## src/rtl/branch_ctrl.sv

```systemverilog
// branch_ctrl: ID-stage conditional branch resolver with operand-stall,
// redirect handshake and link-register write for BLTZAL/BGEZAL.
// Optional statistics counters (br_cnt, br_taken_cnt) are built only when
// the macro BRANCH_STAT_EN is defined.
module branch_ctrl (
   input  logic        clk,
   input  logic        resetn,
   input  logic        branchD,
   input  logic [5:0]  opD,
   input  logic [4:0]  rtD,
   input  logic [31:0] srca,
   input  logic [31:0] srcb,
   input  logic        srca_busy,
   input  logic        srcb_busy,
   input  logic [31:0] pcD,
   input  logic [31:0] immD,
   input  logic        redirect_ready,
   input  logic        flush,
   output logic        stallD,
   output logic        redirect_valid,
   output logic [31:0] redirect_pc,
   output logic        link_wen,
   output logic [31:0] link_pc
`ifdef BRANCH_STAT_EN
   ,
   output logic [31:0] br_cnt,
   output logic [31:0] br_taken_cnt
`endif
);

   localparam logic [5:0] OP_REGIMM = 6'b000001;
   localparam logic [5:0] OP_BEQ    = 6'b000100;
   localparam logic [5:0] OP_BNE    = 6'b000101;
   localparam logic [5:0] OP_BLEZ   = 6'b000110;
   localparam logic [5:0] OP_BGTZ   = 6'b000111;

   localparam logic [4:0] RT_BLTZ   = 5'b00000;
   localparam logic [4:0] RT_BGEZ   = 5'b00001;
   localparam logic [4:0] RT_BLTZAL = 5'b10000;
   localparam logic [4:0] RT_BGEZAL = 5'b10001;

   typedef enum logic [1:0] {
      IDLE,
      WAIT_OPND,
      PEND
   } state_t;

   state_t      state;
   state_t      state_nxt;
   logic [31:0] target_q;

   logic        is_beq;
   logic        is_bne;
   logic        is_blez;
   logic        is_bgtz;
   logic        is_bltz;
   logic        is_bgez;
   logic        is_link;
   logic        a_zero;
   logic        taken;
   logic        opnd_busy;
   logic [31:0] target;

   logic        stall_c;
   logic        rv_c;
   logic [31:0] rpc_c;
   logic        lw_c;
   logic        resolve;
   logic        latch_tgt;

   assign is_beq  = (opD == OP_BEQ);
   assign is_bne  = (opD == OP_BNE);
   assign is_blez = (opD == OP_BLEZ);
   assign is_bgtz = (opD == OP_BGTZ);
   assign is_bltz = (opD == OP_REGIMM) && ((rtD == RT_BLTZ) || (rtD == RT_BLTZAL));
   assign is_bgez = (opD == OP_REGIMM) && ((rtD == RT_BGEZ) || (rtD == RT_BGEZAL));
   assign is_link = (opD == OP_REGIMM) && ((rtD == RT_BLTZAL) || (rtD == RT_BGEZAL));

   assign a_zero  = (srca == 32'd0);

   assign taken = (is_beq  && (srca == srcb))
               || (is_bne  && (srca != srcb))
               || (is_blez && (srca[31] || a_zero))
               || (is_bgtz && !srca[31] && !a_zero)
               || (is_bltz && srca[31])
               || (is_bgez && !srca[31]);

   // srcb only matters for the two-operand compares; srca is always consumed
   assign opnd_busy = srca_busy || ((is_beq || is_bne) && srcb_busy);

   assign target = pcD + 32'd4 + (immD << 2);

   // State register and latched redirect target
   always_ff @(posedge clk) begin
      if (!resetn) begin
         state    <= IDLE;
         target_q <= 32'd0;
      end else begin
         state <= state_nxt;
         if (latch_tgt) begin
            target_q <= target;
         end
      end
   end

   // Next-state and raw output decode; flush overrides everything last
   always_comb begin
      state_nxt = state;
      stall_c   = 1'b0;
      rv_c      = 1'b0;
      rpc_c     = 32'd0;
      lw_c      = 1'b0;
      resolve   = 1'b0;
      latch_tgt = 1'b0;
      case (state)
         IDLE, WAIT_OPND: begin
            if (!branchD) begin
               state_nxt = IDLE;
            end else if (opnd_busy) begin
               stall_c   = 1'b1;
               state_nxt = WAIT_OPND;
            end else begin
               resolve   = 1'b1;
               lw_c      = is_link;
               state_nxt = IDLE;
               if (taken) begin
                  rv_c  = 1'b1;
                  rpc_c = target;
                  if (!redirect_ready) begin
                     latch_tgt = 1'b1;
                     state_nxt = PEND;
                  end
               end
            end
         end
         PEND: begin
            rv_c    = 1'b1;
            rpc_c   = target_q;
            stall_c = branchD;
            if (redirect_ready) begin
               state_nxt = IDLE;
            end
         end
         default: begin
            state_nxt = IDLE;
         end
      endcase
      if (flush) begin
         state_nxt = IDLE;
         stall_c   = 1'b0;
         rv_c      = 1'b0;
         rpc_c     = 32'd0;
         lw_c      = 1'b0;
         resolve   = 1'b0;
         latch_tgt = 1'b0;
      end
   end

   assign stallD         = resetn && stall_c;
   assign redirect_valid = resetn && rv_c;
   assign redirect_pc    = resetn ? rpc_c : 32'd0;
   assign link_wen       = resetn && lw_c;
   assign link_pc        = resetn ? (pcD + 32'd8) : 32'd0;

`ifdef BRANCH_STAT_EN
   logic [31:0] cnt_q;
   logic [31:0] taken_cnt_q;

   // Count every resolved branch and every taken one; flush already masks resolve
   always_ff @(posedge clk) begin
      if (!resetn) begin
         cnt_q       <= 32'd0;
         taken_cnt_q <= 32'd0;
      end else if (resolve) begin
         cnt_q <= cnt_q + 32'd1;
         if (taken) begin
            taken_cnt_q <= taken_cnt_q + 32'd1;
         end
      end
   end

   assign br_cnt       = resetn ? cnt_q : 32'd0;
   assign br_taken_cnt = resetn ? taken_cnt_q : 32'd0;
`endif

endmodule

```

## config.mk

```make
export PLATFORM = sky130hd
export DESIGN_NAME = branch_ctrl
export DESIGN_NICKNAME = d
export VERILOG_FILES = /design/src/rtl/branch_ctrl.sv
export SDC_FILE = /design/constraint.sdc
export NUM_CORES = 1
export LEC_CHECK = 0
export BUFFER_PORTS_ARGS = -buffer_cell sky130_fd_sc_hd__buf_2
export CORE_AREA = 5 5 111 113
export DETAILED_ROUTE_END_ITERATION = 10
export DIE_AREA = 0 0 116 118
export PLACE_DENSITY = 0.75
export SLEW_MARGIN = 15
export SYNTH_ARGS = -nofsm -noshare
export SYNTH_HDL_FRONTEND = slang
export SYNTH_SLANG_ARGS = --single-unit
```

## constraint.sdc

```tcl
create_clock -name clk -period 3.65 [get_ports clk]
set_clock_uncertainty 0.15 [all_clocks]
set_input_delay 0.5475 -clock clk [delete_from_list [all_inputs] [get_ports clk]]
set_output_delay 0.5475 -clock clk [all_outputs]
set_load 0.01 [all_outputs]
```

==> results of run 1 <==
==> stage by stage <==
stage / util / std cells / setup slack, ns / hold slack [ns]
floorplan: - / 615 / -0.1446 / 0.2651
finish: 0.6621 / 1043 / -0.5134 / 0.2941
global route: 0.6621 / 1043 / -0.6133 / 0.3285
global placement: 0.5850 / 1014 / -0.4828 / 0.2909
detailed placement: 0.5850 / 1014 / -0.4986 / 0.2862
CTS: 0.6323 / 1030 / -0.4294 / 0.2967
==> layout make-up <==
cell class | count | area share
multi-input combinational | 541 | 0.6055
timing repair buffer | 301 | 0.2507
sequential | 34 | 0.09160
tap | 143 | 0.02408
clock buffer | 6 | 0.01869
inverter | 18 | 0.009429
==> registers in the layout, indices dropped and copies added (netlist names) <==
signal	count
state	2
target_q	32
==> logic make-up (layout without fill, tap and decap cells) <==
kind of cell,after synthesis,in the layout,synth area share
XOR/XNOR,84,84,0.1503
flip-flops,34,34,0.1391
AO/OA/AOI/OAI,127,127,0.1932
multiplexers,24,24,0.04908
buffers and inverters,40,325,0.04192
AND/OR/NAND/NOR,247,247,0.2740
adder cells (fa/ha/maj),59,59,0.1524
==> worst register-to-register path, delay by kind of cell, from the launching register on <==
kind / cells / cell delay (ns)
AO/OA/AOI/OAI: 2 / 0.73
buffers and inverters: 1 / 0.24
flip-flops: 1 / 0.31
AND/OR/NAND/NOR: 2 / 0.52
==> layer usage <==
layer | wire length (µm) | share of wire | GRT usage
met1 | 6408 | 0.39 | 0.2434
met4 | 225 | 0.014 | 0.04569
met5 | 0 | 0 | 0
met2 | 8533 | 0.52 | 0.4155
met3 | 1237 | 0.075 | 0.04473
==> power by group <==
part | leakage (nW) | internal, mW | switching (mW) | total (mW)
Clock | 0.0688 | 0.263 | 0.146 | 0.410
Sequential | 0.274 | 0.372 | 0.000479 | 0.373
Combinational | 3.13 | 0.526 | 0.486 | 1.01
==> placed cells by master (no fill, tap or decap), types with 21 or more instances in the layout <==
cell	Yosys	layout
nor2_1	44	42
nand2_1	43	43
nand3_1	23	21
nor2b_1	29	28
mux2i_1	24	24
and2_1	34	34
buf_2	1	195
a21oi_1	25	21
ha_1	58	38
xnor2_1	74	68
buf_4	1	85
dfxtp_1	34	34
==> final timing paths <==
| kind | start | end |
|---|---|---|
| max | pcD[4] | redirect_pc[23] |
| min | state[1] | state[0] |
| max reg2reg | state[1] | target_q[4] |
| min reg2reg | state[1] | state[0] |
==> timing repair <==
action,in CTS,in global routing
setup endpoints to repair,17,19
gates resized for setup,49,53
hold buffers,0,0
setup buffers,10,14
pin swaps,27,53
==> impl_metrics.ini, run 1 <==
[place]
place_hpwl_um = 12430
dpl_cell_area_um2 = 6565
globalplace.congestion = 0.8212
port-buffer-count = 210

[yosys]
synthArstFlopShare = 0
post-synth-top-count-cell = xnor2_1
yosys-top-cells-area = ha_1 (15%), dfxtp_1 (14%), xnor2_1 (13%)
synthesis.nets = 820
synth_cell_types = 69
seq_area_frac_synth = 0.1391
synth_ff_type = dfxtp_1
synth.top_cell.area_share = 0.1483
synth_top_cell_by_area = ha_1
ys_ff_latch = 34
ys_top_cells_by_count = xnor2_1 (74), ha_1 (58), nor2_1 (44)
synth_area_um2 = 4895
ys_warn_count = 0
synth_edf_count = 0
syn_area_per_cell_um2 = 7.959
syn_inst = 615

[final_layout]
antenna_cells = 0
drive_above_1_share = 0.4333
design_area_um2 = 7431
nets = 1106
nFillCells = 929
regArea_um2 = 680.7
syn2layout_area_growth_pct = 51.82
multi_input_area_um2 = 4499

[floorplanning]
rows = 39
die_area_um2 = 13690
ios = 213
core_area_um2 = 11220
start_util = 0.4361
die_h_um = 118
die_x_um = 116

[clocking]
cts_max_level = 2
clock_path_buffers = 2
cts_tree = done
root_buffer = clkbuf_16
clkSinkCount = 34
clock_latency_ns = 0.27
clk_pin_slew_ns = 0.05
cts-buffers-inserted = 5

[setup_path]
crit_slowest_cell = fa_2
critical_path.max_fanout = 3
ff2ff_setup_slack_ns = 1.62
critPathTopFamily = compound AO/OA/AOI/OAI gates
cp.arrival_ns = 3.47
path_depth = 15
worstPathRequired_ns = 2.95
critPathCaptureType = primary output
start_kind = primary input
reg2reg_depth = 5
worst-path-buf-inv = 5
path_class = in -> out
max_stage_delay_ns = 0.38
cpMostUsedCell = buf_2
crit_chain = buf_2, ha_4, inv_1, fa_2, and2b_2, o211ai_4, a2111oi_4, buf_4, o31ai_4, buf_6, o31a_4, xnor2_2, a22oi_1, nor2_1, buf_2

[grt]
gr-total-overflow = 0
grtUsageTotal = 0.2180
grt_antenna_before_repair = 0
grt_max_degree = 67
grt_pass1_vias = 5550
grt_pass1_wl_um = 25070

[timing]
fin_crit_ns = 4.163
setup_tns_ns = -2.811
slew_viol_final = 0
postLayoutSetupSlackWorst_ns = -0.5134
fin_crit_sh = 1.141
rsz0062_at_grt = yes
clock.fmax_ghz = 0.2402
setup_viol = 14
hold_viol = 0
tightest_slew_ns = 0.5729
relSlewSlack = 0.6181

[drt]
wl_per_cell_um = 15.73
routed_wirelength_um = 16400
antenna_left = 0
drt_iter0_drc = 316
vias = 5540
dr.pass1.iters = 4
vias_per_cell = 5.312
route.detailed.drc = 0

[hold_path]
min_path_cells = 1
min_path_type = reg -> reg

[run_status]
violations = setup timing
outcome = complete, but fails checks

[run]
cap_violations = 0

[power_and_ir_drop]
ir_worst_vdd_mv = 0.1516
leakagePower_nw = 3.477
fin_total_pwr_mw = 1.794
powerDensity_nw_per_um2 = 241.5
Power figures use the tool's default switching activity.
==> inputs of run 2 (changes only) <==
- CORE_AREA: 5 5 111 113 -> 5 5 103 105
- DIE_AREA: 0 0 116 118 -> 0 0 108 110
- PLACE_DENSITY: 0.75 -> 0.83
- SLEW_MARGIN: 15 -> not set
- clock period: 3.65 -> 5.1 ns (I/O delays scaled with it)
==> impl_metrics.ini, run 2 (synthesis gave the netlist of run 1 again) <==
[run_status]
outcome = finished, final reports clean

[floorplanning]
ios = 213
die_area_um2 = 11880
start_util = 0.5126
core_area_um2 = 9549
rows = 36
die_h_um = 110
die_x_um = 108

[hold_path]
min_to = state[0]
worstHoldStart = state[1]
min_path_type = reg -> reg
min_path_cells = 1

[timing]
relSlewSlack = 0.2705
rsz0062_at_grt = no
fin_crit_sh = 0.9529
slew_viol_final = 0
fin_crit_ns = 4.860
clock.fmax_ghz = 0.2058
tightest_slew_ns = 1.089
setup_viol = 0
hold_viol = 0
setup_tns_ns = 0

[power_and_ir_drop]
p_switching_mw = 0.3689
powerDensity_nw_per_um2 = 158.0
ir_worst_vdd_mv = 0.1120
pwr-share-clk = 0.218
fin_total_pwr_mw = 0.9665
pwr-share-comb = 0.507
p_int_mw = 0.5976
switching_share = 0.3817
p_seq_frac = 0.275
leakagePower_nw = 2.893

[setup_path]
ff2ff_setup_slack_ns = 2.87
crit_slowest_cell = or4b_1
critPathCaptureType = primary output
max_stage_delay_ns = 0.51
crit_chain = buf_2, ha_1, ha_1, inv_1, fa_1, and2b_1, o211ai_2, a2111oi_4, o31ai_4, o31ai_4, a211oi_2, or4b_1, nand3_1, buf_2
path_class = in -> out
cp.arrival_ns = 3.94
critical_path.max_fanout = 5
rr_endpoint = target_q[27]
start_kind = primary input
timing.rr.start = state[1]
worstPathRequired_ns = 4.18
reg2reg_depth = 4

[drt]
vias = 5102
vias_per_cell = 5.371
drt_iter0_drc = 249
routed_wirelength_um = 13940
wl_per_cell_um = 14.67
route.detailed.drc = 0
dr.pass1.iters = 5
antenna_left = 0

[grt]
grt_max_degree = 69
gr-usage-met1 = 0.2602
grt_pass1_vias = 4816
busiest_layer = met2
grt_antenna_before_repair = 0
grt_pass1_wl_um = 21750
gr-total-overflow = 0
grtUsageTotal = 0.2219
use_met3 = 0.04368
met2_usage = 0.4179

[clocking]
cts_setup_buffers = 0
clock_path_buffers = 2
cts-buffers-inserted = 5
clkSinkCount = 34
cts_tree = done
cts_resized = 0
clock_latency_ns = 0.27
clk_pin_slew_ns = 0.07
ctsHoldBuffers = 0
cts_max_level = 2
root_buffer = clkbuf_8

[final_layout]
design_area_um2 = 6117
reg_top3 = target_q (32), state (2)
nets = 1021
syn2layout_area_growth_pct = 24.97
largest_register_ffs = 32
drive_above_1_share = 0.3060
final_common_cell = buf_2
top_register = target_q
layout_common_cells = buf_2 (210), xnor2_1 (74), ha_1 (58)
antenna_cells = 0
nFillCells = 884

[place]
dpl_cell_area_um2 = 6022
port-buffer-count = 210
place_hpwl_um = 11560
globalplace.congestion = 0.8435

[run]
cap_violations = 0
[run 2: cell types whose count changed in the layout (fill, tap and decap cells not counted), sizes merged]
cell / previous run / this run
buf: 301 / 216
clkinv: 0 / 1
clkinvlp: 0 / 1
[run 2: worst max path at each step]
| stage | slack (ns) | endpoint | from | depth (start not counted) |
|---|---|---|---|---|
| finish | 0.24 | redirect_pc[27] | pcD[3] | 14 |
| global route | 0.04 | redirect_pc[27] | pcD[3] | 14 |
| CTS | 0.19 | redirect_pc[27] | pcD[3] | 14 |
| detailed placement | 0.22 | redirect_pc[27] | pcD[3] | 14 |
| global placement | 0.27 | redirect_pc[27] | pcD[3] | 14 |
| floorplan | 0.70 | redirect_pc[27] | pcD[3] | 12 |
[run 2: layout make-up]
cell class | count | area, µm² | share of cell area
multi-input combinational | 541 | 4011 | 0.6558
timing repair buffer | 216 | 1096 | 0.1792
sequential | 34 | 680.7 | 0.1113
tap | 133 | 166.4 | 0.02720
clock buffer | 6 | 82.58 | 0.01350
inverter | 18 | 67.56 | 0.01105
clock inverter | 2 | 12.51 | 0.002045
[run 2: per-stage QoR]
| step | worst slack [ns] | util | cells | hold slack, ns |
|---|---|---|---|---|
| floorplan | 0.6988 | - | 615 | 0.2651 |
| global placement | 0.2662 | 0.6306 | 942 | 0.2951 |
| detailed placement | 0.2225 | 0.6306 | 942 | 0.3008 |
| CTS | 0.1928 | 0.6406 | 950 | 0.3127 |
| global route | 0.04299 | 0.6406 | 950 | 0.3356 |
| finish | 0.2402 | 0.6406 | 950 | 0.3131 |
[run 2: worst max-delay path: cells and delay by family]
family / cells / cell delay [ns]
AO/OA/AOI/OAI: 5 / 1.13
adder cells (fa/ha/maj): 3 / 0.87
AND/OR/NAND/NOR: 3 / 0.82
buffers and inverters: 3 / 0.35
[run 2: per-layer routing]
metal | up-vias | share of wire
li1 | 2615 | -
met1 | 2327 | 0.41
met2 | 150 | 0.51
met3 | 10 | 0.071
met4 | 0 | 0.012
met5 | - | 0
[run 2: power groups by stage]
stage	combinational, mW	sequential, mW	clock, mW
after floorplan	0.334	0.272	0
after global placement	0.478	0.272	0
after detailed placement	0.486	0.272	0
after CTS	0.489	0.266	0.221
after global routing	0.542	0.266	0.232
final	0.490	0.266	0.211
